$ cat src/rtl/alu_iter_mod_pkg.sv
// Shared encodings for the iterative ALU: operation codes and controller states.
package alu_pkg;

  typedef enum logic [2:0] {
    ALU_AND = 3'b000,
    ALU_OR  = 3'b001,
    ALU_XOR = 3'b010,
    ALU_NOR = 3'b011,
    ALU_ADD = 3'b100,
    ALU_SUB = 3'b101,
    ALU_MUL = 3'b110,
    ALU_DIV = 3'b111
  } alu_op_e;

  typedef enum logic [1:0] {
    S_IDLE = 2'd0,
    S_BUSY = 2'd1,
    S_DONE = 2'd2
  } state_e;

endpackage

$ cat src/rtl/alu_iter_mod_if.sv
// Operand/result handshake bundle between the ALU and its producer/consumer.
interface alu_iter_mod_if #(parameter int WIDTH = 16);
  logic             in_valid;
  logic             in_ready;
  logic [WIDTH-1:0] a;
  logic [WIDTH-1:0] b;
  logic [2:0]       alu_select;
  logic             out_valid;
  logic             out_ready;
  logic [WIDTH-1:0] alu_out;
  logic [WIDTH-1:0] alu_out_hi;
  logic             carry;
  logic             zero;
  logic             overflow;
  logic             div_by_zero;

  modport master (
    output in_valid, a, b, alu_select, out_ready,
    input  in_ready, out_valid, alu_out, alu_out_hi, carry, zero, overflow, div_by_zero
  );

  modport slave (
    input  in_valid, a, b, alu_select, out_ready,
    output in_ready, out_valid, alu_out, alu_out_hi, carry, zero, overflow, div_by_zero
  );
endinterface

$ cat src/rtl/alu_iter_mod_core.sv
// One-bit-per-cycle datapath: right-shift shift-add multiply and restoring divide.
// The *_nxt outputs show the state after the step in progress so the top can latch the final one.
module alu_iter_core #(
  parameter int WIDTH = 16,
  parameter int CNT_W = $clog2(WIDTH + 1)
) (
  input  logic             clk,
  input  logic             rst,
  input  logic             start_i,
  input  logic             step_i,
  input  logic             is_div_i,
  input  logic [WIDTH-1:0] a_i,
  input  logic [WIDTH-1:0] b_i,
  output logic [CNT_W-1:0] cnt_o,
  output logic [WIDTH-1:0] lo_nxt_o,
  output logic [WIDTH-1:0] hi_nxt_o
);
  logic [WIDTH-1:0] acc_q, acc_d, sh_q, sh_d, opb_q, opb_d;
  logic             div_q, div_d;
  logic [CNT_W-1:0] cnt_q, cnt_d;
  logic [WIDTH:0]   mul_sum, rem_sh;
  logic [WIDTH-1:0] rem_diff, step_acc, step_sh;

  // Multiply: {acc, sh} shifts right with sh holding the multiplier.
  // Divide: sh holds the dividend, quotient bits shift in from the right.
  always_comb begin
    mul_sum  = {1'b0, acc_q} + (sh_q[0] ? {1'b0, opb_q} : '0);
    rem_sh   = {acc_q, sh_q[WIDTH-1]};
    rem_diff = rem_sh[WIDTH-1:0] - opb_q;
    if (div_q) begin
      if (rem_sh >= {1'b0, opb_q}) begin
        step_acc = rem_diff;
        step_sh  = {sh_q[WIDTH-2:0], 1'b1};
      end else begin
        step_acc = rem_sh[WIDTH-1:0];
        step_sh  = {sh_q[WIDTH-2:0], 1'b0};
      end
    end else begin
      step_acc = mul_sum[WIDTH:1];
      step_sh  = {mul_sum[0], sh_q[WIDTH-1:1]};
    end

    acc_d = acc_q;
    sh_d  = sh_q;
    opb_d = opb_q;
    div_d = div_q;
    cnt_d = cnt_q;
    if (start_i) begin
      acc_d = '0;
      sh_d  = is_div_i ? a_i : b_i;
      opb_d = is_div_i ? b_i : a_i;
      div_d = is_div_i;
      cnt_d = CNT_W'(WIDTH);
    end else if (step_i) begin
      acc_d = step_acc;
      sh_d  = step_sh;
      cnt_d = cnt_q - 1'b1;
    end
  end

  always_ff @(posedge clk) begin
    if (rst) begin
      acc_q <= '0;
      sh_q  <= '0;
      opb_q <= '0;
      div_q <= 1'b0;
      cnt_q <= '0;
    end else begin
      acc_q <= acc_d;
      sh_q  <= sh_d;
      opb_q <= opb_d;
      div_q <= div_d;
      cnt_q <= cnt_d;
    end
  end

  assign cnt_o    = cnt_q;
  assign lo_nxt_o = step_sh;
  assign hi_nxt_o = step_acc;
endmodule

$ cat src/rtl/alu_iter_mod.sv
// Handshaked ALU: controller, single-cycle ops and flag generation around the iterative core.
// state  | meaning
// S_IDLE | waiting for in_valid, in_ready high
// S_BUSY | MUL/DIV iterating, one bit per cycle
// S_DONE | result held with out_valid until out_ready
module alu_iter_mod
  import alu_pkg::*;
#(
  parameter int WIDTH = 16
) (
  input logic          clk,
  input logic          rst,
  alu_iter_mod_if.slave bus
);
  localparam int CNT_W = $clog2(WIDTH + 1);

  state_e           state_q, state_d;
  alu_op_e          op_q, op_d, sel;
  logic [WIDTH-1:0] out_q, out_d, hi_q, hi_d;
  logic             carry_q, carry_d, zero_q, zero_d, ovf_q, ovf_d, dbz_q, dbz_d;
  logic [WIDTH:0]   add_sum, sub_diff;
  logic [WIDTH-1:0] core_lo, core_hi;
  logic [CNT_W-1:0] cnt;
  logic             accept;

  assign sel      = alu_op_e'(bus.alu_select);
  assign accept   = bus.in_valid && (state_q == S_IDLE);
  assign add_sum  = {1'b0, bus.a} + {1'b0, bus.b};
  assign sub_diff = {1'b0, bus.a} - {1'b0, bus.b};

  alu_iter_core #(.WIDTH(WIDTH), .CNT_W(CNT_W)) u_core (
    .clk      (clk),
    .rst      (rst),
    .start_i  (accept),
    .step_i   (state_q == S_BUSY),
    .is_div_i (sel == ALU_DIV),
    .a_i      (bus.a),
    .b_i      (bus.b),
    .cnt_o    (cnt),
    .lo_nxt_o (core_lo),
    .hi_nxt_o (core_hi)
  );

  always_comb begin
    state_d = state_q;
    op_d    = op_q;
    out_d   = out_q;
    hi_d    = hi_q;
    carry_d = carry_q;
    ovf_d   = ovf_q;
    dbz_d   = dbz_q;
    case (state_q)
      S_IDLE: begin
        if (accept) begin
          op_d    = sel;
          state_d = S_DONE;
          hi_d    = '0;
          carry_d = 1'b0;
          ovf_d   = 1'b0;
          dbz_d   = 1'b0;
          case (sel)
            ALU_AND: out_d = bus.a & bus.b;
            ALU_OR:  out_d = bus.a | bus.b;
            ALU_XOR: out_d = bus.a ^ bus.b;
            ALU_NOR: out_d = ~(bus.a | bus.b);
            ALU_ADD: begin
              out_d   = add_sum[WIDTH-1:0];
              carry_d = add_sum[WIDTH];
              ovf_d   = (bus.a[WIDTH-1] == bus.b[WIDTH-1]) && (add_sum[WIDTH-1] != bus.a[WIDTH-1]);
            end
            ALU_SUB: begin
              out_d   = sub_diff[WIDTH-1:0];
              carry_d = sub_diff[WIDTH];
              ovf_d   = (bus.a[WIDTH-1] != bus.b[WIDTH-1]) && (sub_diff[WIDTH-1] != bus.a[WIDTH-1]);
            end
            ALU_MUL: state_d = S_BUSY;
            ALU_DIV: begin
              if (bus.b == '0) begin
                out_d = '1;
                hi_d  = bus.a;
                dbz_d = 1'b1;
              end else begin
                state_d = S_BUSY;
              end
            end
            default: state_d = S_DONE;
          endcase
        end
      end
      S_BUSY: begin
        if (cnt == CNT_W'(1)) begin
          state_d = S_DONE;
          out_d   = core_lo;
          hi_d    = core_hi;
          carry_d = (op_q == ALU_MUL) && (|core_hi);
        end
      end
      S_DONE: begin
        if (bus.out_ready) state_d = S_IDLE;
      end
      default: state_d = S_IDLE;
    endcase
    zero_d = (out_d == '0);
  end

  always_ff @(posedge clk) begin
    if (rst) begin
      state_q <= S_IDLE;
      op_q    <= ALU_AND;
      out_q   <= '0;
      hi_q    <= '0;
      carry_q <= 1'b0;
      zero_q  <= 1'b0;
      ovf_q   <= 1'b0;
      dbz_q   <= 1'b0;
    end else begin
      state_q <= state_d;
      op_q    <= op_d;
      out_q   <= out_d;
      hi_q    <= hi_d;
      carry_q <= carry_d;
      zero_q  <= zero_d;
      ovf_q   <= ovf_d;
      dbz_q   <= dbz_d;
    end
  end

  assign bus.in_ready    = (state_q == S_IDLE);
  assign bus.out_valid   = (state_q == S_DONE);
  assign bus.alu_out     = out_q;
  assign bus.alu_out_hi  = hi_q;
  assign bus.carry       = carry_q;
  assign bus.zero        = zero_q;
  assign bus.overflow    = ovf_q;
  assign bus.div_by_zero = dbz_q;
endmodule
$ cat src/flat_wrapper.sv
// flat-port wrapper written by rule: the top's interface ports become plain ports
module alu_iter_mod_flat import alu_pkg::*;
#(
  parameter int WIDTH = 16
)
  (clk, rst, bus_in_valid, bus_a, bus_b, bus_alu_select, bus_out_ready, bus_in_ready, bus_out_valid, bus_alu_out, bus_alu_out_hi, bus_carry, bus_zero, bus_overflow, bus_div_by_zero);
  alu_iter_mod_if #(.WIDTH(WIDTH)) bus_i ();
  input logic clk;
  input logic rst;
  input wire logic [$bits(bus_i.in_valid)-1:0] bus_in_valid;
  input wire logic [$bits(bus_i.a)-1:0] bus_a;
  input wire logic [$bits(bus_i.b)-1:0] bus_b;
  input wire logic [$bits(bus_i.alu_select)-1:0] bus_alu_select;
  input wire logic [$bits(bus_i.out_ready)-1:0] bus_out_ready;
  output wire logic [$bits(bus_i.in_ready)-1:0] bus_in_ready;
  output wire logic [$bits(bus_i.out_valid)-1:0] bus_out_valid;
  output wire logic [$bits(bus_i.alu_out)-1:0] bus_alu_out;
  output wire logic [$bits(bus_i.alu_out_hi)-1:0] bus_alu_out_hi;
  output wire logic [$bits(bus_i.carry)-1:0] bus_carry;
  output wire logic [$bits(bus_i.zero)-1:0] bus_zero;
  output wire logic [$bits(bus_i.overflow)-1:0] bus_overflow;
  output wire logic [$bits(bus_i.div_by_zero)-1:0] bus_div_by_zero;
  assign bus_i.in_valid = bus_in_valid;
  assign bus_i.a = bus_a;
  assign bus_i.b = bus_b;
  assign bus_i.alu_select = bus_alu_select;
  assign bus_i.out_ready = bus_out_ready;
  assign bus_in_ready = bus_i.in_ready;
  assign bus_out_valid = bus_i.out_valid;
  assign bus_alu_out = bus_i.alu_out;
  assign bus_alu_out_hi = bus_i.alu_out_hi;
  assign bus_carry = bus_i.carry;
  assign bus_zero = bus_i.zero;
  assign bus_overflow = bus_i.overflow;
  assign bus_div_by_zero = bus_i.div_by_zero;
  alu_iter_mod #(.WIDTH(WIDTH)) u_core (.clk(clk), .rst(rst), .bus(bus_i));
endmodule
$ cat config.mk
export PLATFORM = sky130hd
export DESIGN_NAME = alu_iter_mod_flat
export DESIGN_NICKNAME = d
export VERILOG_FILES = /design/src/rtl/alu_iter_mod_pkg.sv /design/src/rtl/alu_iter_mod_if.sv /design/src/rtl/alu_iter_mod_core.sv /design/src/rtl/alu_iter_mod.sv /design/src/flat_wrapper.sv
export SDC_FILE = /design/constraint.sdc
export NUM_CORES = 1
export LEC_CHECK = 0
export BUFFER_PORTS_ARGS = -buffer_cell sky130_fd_sc_hd__buf_4
export CORE_ASPECT_RATIO = 1.75
export CORE_MARGIN = 3
export CORE_UTILIZATION = 60
export CTS_CLUSTER_DIAMETER = 200
export DETAILED_ROUTE_END_ITERATION = 10
export PLACE_DENSITY = 0.8
export SETUP_SLACK_MARGIN = 0.5
export SYNTH_ARGS = -nofsm -noshare
export SYNTH_HDL_FRONTEND = slang
export SYNTH_SLANG_ARGS = --single-unit
$ cat constraint.sdc
create_clock -name clk -period 4.3 [get_ports clk]
set_input_delay 0.86 -clock clk [delete_from_list [all_inputs] [get_ports clk]]
set_output_delay 0.86 -clock clk [all_outputs]
set_load 0.02 [all_outputs]
-- Word-level counts from Yosys, hierarchy flattened
Index checks and enable logic that the tools add are counted.
- add/sub/neg operators: 5
- magnitude comparators: 1
- equality and inequality tests: 18
- muxes and demuxes: 34
- bitwise gates (word level): 4
- reductions and logical operators: 15
- operators with widths (cell ; count):
    16-bit 2-to-1 mux ; 15
    16-bit one-hot mux with 7 select lines ; 1
    16-bit one-hot mux with 2 select lines ; 2
    16-bit logical NOT ; 2
    16-bit by 16-bit adder with 17-bit output ; 1
    16-bit by 17-bit adder with 17-bit output ; 1
    17-bit by 16-bit >= comparator with 1-bit output ; 1
    16-bit by 16-bit subtractor with 17-bit output ; 1
    16-bit AND ; 1
    16-bit inverter ; 1
    16-bit OR ; 1
    16-bit OR reduction ; 1
    16-bit subtractor ; 1
    16-bit bitwise XOR ; 1
    3-bit == test, second input constant ; 5
    5-bit 2-to-1 mux ; 2
    2-bit 2-to-1 mux ; 4
    3-bit by 2-bit == test with 1-bit output, second input constant ; 2
    1-bit one-hot mux with 2 select lines ; 3
    2-bit one-hot mux with 3 select lines ; 1
    3-bit AND reduction ; 2
    5-bit by 1-bit == test with 1-bit output, second input constant ; 1
    1-bit 2-to-1 mux ; 5
    5-bit by 1-bit subtractor with 5-bit output, second input constant ; 1
    other kinds (14) ; 21
- register bits after elaboration: 95
- input bits: 39
- output and inout port bits: 38
- logic and storage cells: 91

-- Logic depth before layout (Yosys ltp)
- word-level depth: 7
- depth in mapped cells: 14
- gate-level depth less buffers: 14

-- Modules after synthesis
From an unflattened synthesis, not the netlist that was laid out.
- cells, all modules: 1260
- area, all modules: 9582.9 µm²
- by module, submodules not included (module ; times used ; cells an instance ; area an instance (µm²) ; seq. area each (µm²)):
    alu_iter_mod ; 1 ; 680 ; 5016.1 ; 820.8
    alu_iter_core ; 1 ; 580 ; 4566.9 ; 1081.0

-- Worst setup path before layout
Ideal clock, no wire load.
- kind: input-to-reg
- start point: input bus_b[1]
- end point: register u_core.zero_q (netlist: u_core.bus.zero)
- setup time: 88 ps
- arrival: 3280 ps
- data required time: 4212 ps
- path slack: 933 ps
- stages: 12
- path buffers: 0
- cells stage by stage: inv_1 ha_1 a21o_1 and4_1 or3_1 a311oi_1 o221ai_1 nor4_2 o2111ai_1 a211oi_2 nand4_1 nor4_2
- word-level cells in the longest chain between the ends: 6
- elaborated cells on any way between the ends: 12
- those cells by class: add/sub: 2; mux: 4; bitwise: 4; reduce/logical: 2
- ends and longest elaborated chain (item ; line ; text):
    start: declaration ; flat_wrapper.sv:12 ; input wire logic [$bits(bus_i.b)-1:0] bus_b;
    branches (longest 2 deep; another with 16-bit by 16-bit subtractor with 17-bit output) ; n/a ;
    16-bit one-hot mux with 7 select lines * ; alu_iter_mod.sv:61 ; case (sel)
    16-bit 2-to-1 mux * ; alu_iter_mod.sv:54 ; if (accept) begin
    16-bit one-hot mux with 2 select lines * ; alu_iter_mod.sv:52 ; case (state_q)
    16-bit logical NOT * ; alu_iter_mod.sv:103 ; zero_d = (out_d == '0);
    end signal: assignment ; alu_iter_mod.sv:122 ; zero_q <= zero_d;
    end: declaration ; alu_iter_mod.sv:20 ; logic carry_q, carry_d, zero_q, zero_d, ovf_q, ovf_d, dbz_q, dbz_d;
Mark *: on every way between the ends.
A chain may end at the register's enable or synchronous reset.

-- Final worst setup path
- start point: register u_core.u_core.sh_q[0]
- end point: register u_core.carry_q (netlist: u_core.bus.carry)
- word-level cells in the longest chain between the ends: 7
- ends and longest elaborated chain (item ; line ; text):
    start: declaration ; alu_iter_mod_core.sv:18 ; logic [WIDTH-1:0] acc_q, acc_d, sh_q, sh_d, opb_q, opb_d;
    start signal: assignment ; alu_iter_mod_core.sv:64 ; sh_q <= '0;
    start signal: assignment ; alu_iter_mod_core.sv:70 ; sh_q <= sh_d;
    16-bit 2-to-1 mux ; alu_iter_mod_core.sv:27 ; mul_sum = {1'b0, acc_q} + (sh_q[0] ? {1'b0, opb_q} : '0);
    16-bit by 17-bit adder with 17-bit output ; alu_iter_mod_core.sv:27 ;
    16-bit 2-to-1 mux ; alu_iter_mod_core.sv:30 ; if (div_q) begin
    16-bit OR reduction ; alu_iter_mod.sv:95 ; carry_d = (op_q == ALU_MUL) && (|core_hi);
    1-bit logical AND ; alu_iter_mod.sv:95 ;
    1-bit 2-to-1 mux ; alu_iter_mod.sv:91 ; if (cnt == CNT_W'(1)) begin
    1-bit one-hot mux with 2 select lines ; alu_iter_mod.sv:52 ;
    end signal: assignment ; alu_iter_mod.sv:121 ; carry_q <= carry_d;
    end: declaration ; alu_iter_mod.sv:20 ;
No other way between the ends. The select of a mux whose other input is x is not followed.

==> results by stage <==
Status:
- The run finished with clean final reports.

Logic synthesis:
- The post-synthesis instance area is 9230 um2.
- In the synthesized netlist the dominant register cell turns out to be dfxtp_1.
- Counting instances in the post-synthesis netlist gives the leading cell types as 156 x nand2_1, 134 x nor2_1, 111 x a21oi_1, 95 x dfxtp_1, 85 x ha_1.
- The mean post-synth cell area is 7.27 um2.
- The yosys synthesis warning count is 0.
- The net count after synthesis is 1397.
- Yosys instantiated no cell more often than nand2_1.
- The number of flops mapped to enable cells by yosys is 0.
- The synthesized design devotes to its leading area cell type 20.6% of total area.
- Sorting the synthesized cells by area gives the leading types as dfxtp_1 21%, ha_1 12%, nand2_1 6.3%.
- Synthesis inferred 95 register bits.
- In the synthesized netlist the async set-or-reset flop fraction comes to 0%.
- Sequential cells were found to cover 20.6% of the synthesized design area.
- The cell count after synthesis came out at 1269.
- After synthesis, the netlist uses 75 different library cells.
- Summed over all instances, the cell type with the most area after synthesis is dfxtp_1.

Power and ir drop:
- The total power is 2.89 mW.
- The maximum vdd ir drop is 0.000164 V.
- The static power due to leakage is 4.44 nW.
- In this run the power density over the cells is 280 nW/um2.

GRT:
- The number of global-route vias before repair came to 9476.
- The initial antenna violation count was 0.
- Global routing used 36.2% of the available tracks.
- Entering global routing, the biggest net connects 53 pins.
- The remaining global-route overflow is 0.
- The global-route wire length before repair is 48.8 mm.

CTS:
- The number of clock buffers inserted by TritonCTS is 9.
- The CTS H-tree depth is 3.
- TritonCTS built the clock tree.
- Counting along the longest clock path gives a buffer depth of 2.
- The total number of clock tree sinks is 95.
- The count of hold-fix buffers inserted at cts is 0.
- The later pin in the worst-skew pair is clocked with a latency of 350 ps.
- The post-CTS repair timing setup buffer count is 0.
- Clock-pin slew was measured on the worst setup and hold paths at 70 ps.
- The clock tree root driver cell is clkbuf_16.

Floorplan:
- In this run the horizontal extent of the chip is 99.7 um.
- The initial core utilization is 61.6%.
- The height of the die is 170 um.
- The die covers 17000 um2.
- The floorplan core area is 15000 um2.
- The number of cell rows is 59.
- The number of I/O pins is 77.

Timing:
- The aggregate negative setup slack is 0 ps.
- On the final layout, the worst clock skew is 10.2 ps.
- The slack of the critical path is 689 ps.
- The count of endpoints failing setup in the final report is 0.
- For the pin with the worst max-slew slack, the measured transition is 1160 ps.
- The number of pins with negative max-slew slack in the final report is 0.
- Dividing the final minimum period by the clock period gives 84.0%.
- The worst path needs 3610 ps of the cycle, external delays included.
- The hold violation count in the final report is 0.
- Setup repair after global routing could not meet its margin everywhere.
- Measured against its own limit, the worst slew margin works out to 22.6%.
- The maximum frequency from static timing analysis is 0.277 GHz.

Routing:
- The average routed wire per standard cell is 21.0 um.
- The total wirelength of the detailed-routed design is 31.4 mm.
- The post-route DRC violation count is 0.
- The number of optimization iterations in the first detailed-route pass is 7.
- The post-route antenna net violation count is 0.
- The initial DRC count is 748.
- The average via count per standard cell is 6.58.
- The routed layout has 9857 vias.

Layout:
- The share of cells above drive strength 1 is 12.3%.
- The area growth from synthesis to layout is 11.9%.
- The antenna diode count is 0.
- The final standard cell count with taps included and fillers excluded is 1499.
- The area of all placed cells without fillers is 10300 um2.
- In the final design database the tool counted 1440 nets.

Critical path:
- On the critical path, the stage with the largest delay is an instance of dfxtp_1.
- STA puts the critical path data arrival time at 3840 ps.
- The setup path with the least slack is of type reg2reg.
- The kind of start point of the critical path is a register.
- The required time at the worst-slack endpoint is 4530 ps.
- The reg2reg setup slack is 690 ps.
- Walking the worst path, the cells encountered are buf_4 -> and2_1 -> ha_1 -> o21a_1 -> o31a_1 -> o311a_1 -> o41ai_4 -> o21ai_0 -> xor2_1 -> o22ai_1 -> nand4_1 -> nor4_4 -> a21oi_1.
- The type of element capturing the critical path is a register.
- The highest net fanout along the worst path is 13.
- The largest incremental delay on the critical path is 460 ps.

Flow run:
- The max-capacitance violation count is 0.

Placement:
- Routability-driven placement finished with a final weighted congestion of 0.991.
- The number of cells in the design after placement is 1484.
- At the placement stage, the worst setup path has a slack of 289 ps.
- The quantity of I/O buffers inserted on ports is 76.
- The placed wire-length estimate after detailed placement is 24.4 mm.
- Summing all placed instances gives a cell area of 9980 um2.

Hold path:
- The type of the worst min-delay path is reg2reg.
==> state kept, by name (all words and copies together) (netlist names) <==
| signal | count |
|---|---|
| u_core.bus.div_by_zero | 1 |
| u_core.u_core.opb_q | 16 |
| u_core.u_core.sh_q | 16 |
| u_core.state_q | 2 |
| u_core.bus.carry | 1 |
| u_core.u_core.acc_q | 16 |
| u_core.bus.alu_out | 16 |
| u_core.u_core.div_q | 1 |
| u_core.u_core.cnt_o | 5 |
| u_core.bus.zero | 1 |
| u_core.op_q | 3 |
| u_core.bus.overflow | 1 |
| u_core.bus.alu_out_hi | 16 |
==> cells in the final DEF, fill, tap and decap left out, drive strengths merged, types with 22 or more instances in the layout <==
cell type / instances
nor2: 134
ha: 85
nor3: 25
a211oi: 35
a311oi: 26
a21oi: 111
o21ai: 68
a21o: 22
inv: 82
mux2i: 36
buf: 110
xnor2: 30
dfxtp: 95
nand2: 156
==> layer usage <==
metal	up-vias	global-route usage [%]	routed length [um]
li1	4654	-	-
met5	-	0	0
met2	469	64.5	15700
met3	131	4.10	2000
met4	0	21.8	2090
met1	4603	40.5	11600
==> worst paths after layout <==
path                                                      end  depth (start not counted)                          startpoint
worst max-delay path            u_core.bus.carry$_SDFFE_PP0P_                         13  u_core.u_core.sh_q[0]$_SDFFE_PP0P_
worst min-delay path              u_core.op_q[1]$_SDFFE_PP0P_                          2         u_core.op_q[1]$_SDFFE_PP0P_
worst max register to register  u_core.bus.carry$_SDFFE_PP0P_                         13  u_core.u_core.sh_q[0]$_SDFFE_PP0P_
worst min register to register    u_core.op_q[1]$_SDFFE_PP0P_                          2         u_core.op_q[1]$_SDFFE_PP0P_
==> repair_timing <==
action / CTS / global route
hold endpoints to repair: 0 / 0
setup endpoints to repair: 1 / 2
gates cloned: 0 / 0
pin swaps: 0 / 0
resized for setup: 2 / 5
==> power by group <==
part	internal (mW)	leakage, nW	total (mW)	switching (mW)
clock	0.453	0.140	0.824	0.371
combinational	0.419	3.52	1.06	0.638
sequential	0.943	0.779	1.01	0.0697
==> kinds of logic after synthesis <==
kind of cell	count (synthesis)	synth area share [%]
compound gates	398	29.1
xor+xnor	46	4.37
fa+ha+maj	89	12.4
buf+inv	160	6.75
flops	95	20.6
mux	48	5.37
simple gates	433	21.4
==> per-stage QoR <==
| step | hold slack (ps) | util (%) |
|---|---|---|
| 3_5_place_dp | 452 | 66.6 |
| 2_1_floorplan | 437 | - |
| 4_1_cts | 461 | 68.7 |
| 3_3_place_gp | 443 | 66.6 |
| 6_report | 465 | 68.9 |
| 5_1_grt | 480 | 68.9 |
==> final cells by class <==
type | count | area (um2)
tap | 183 | 229
fill | 1303 | 4660
timing repair buffer | 110 | 826
inverter | 82 | 308
clock buffer | 9 | 225
multi-input combinational | 1014 | 6770
sequential | 95 | 1900
clock inverter | 6 | 70.1
==> critical path: cells and delay by family, from the launching register on <==
family	cells	cell delay (ps)
compound gates	7	1700
xor+xnor	1	190
fa+ha+maj	1	280
buf+inv	1	250
flops	1	460
simple gates	3	630
Power figures use the tool's default switching activity.
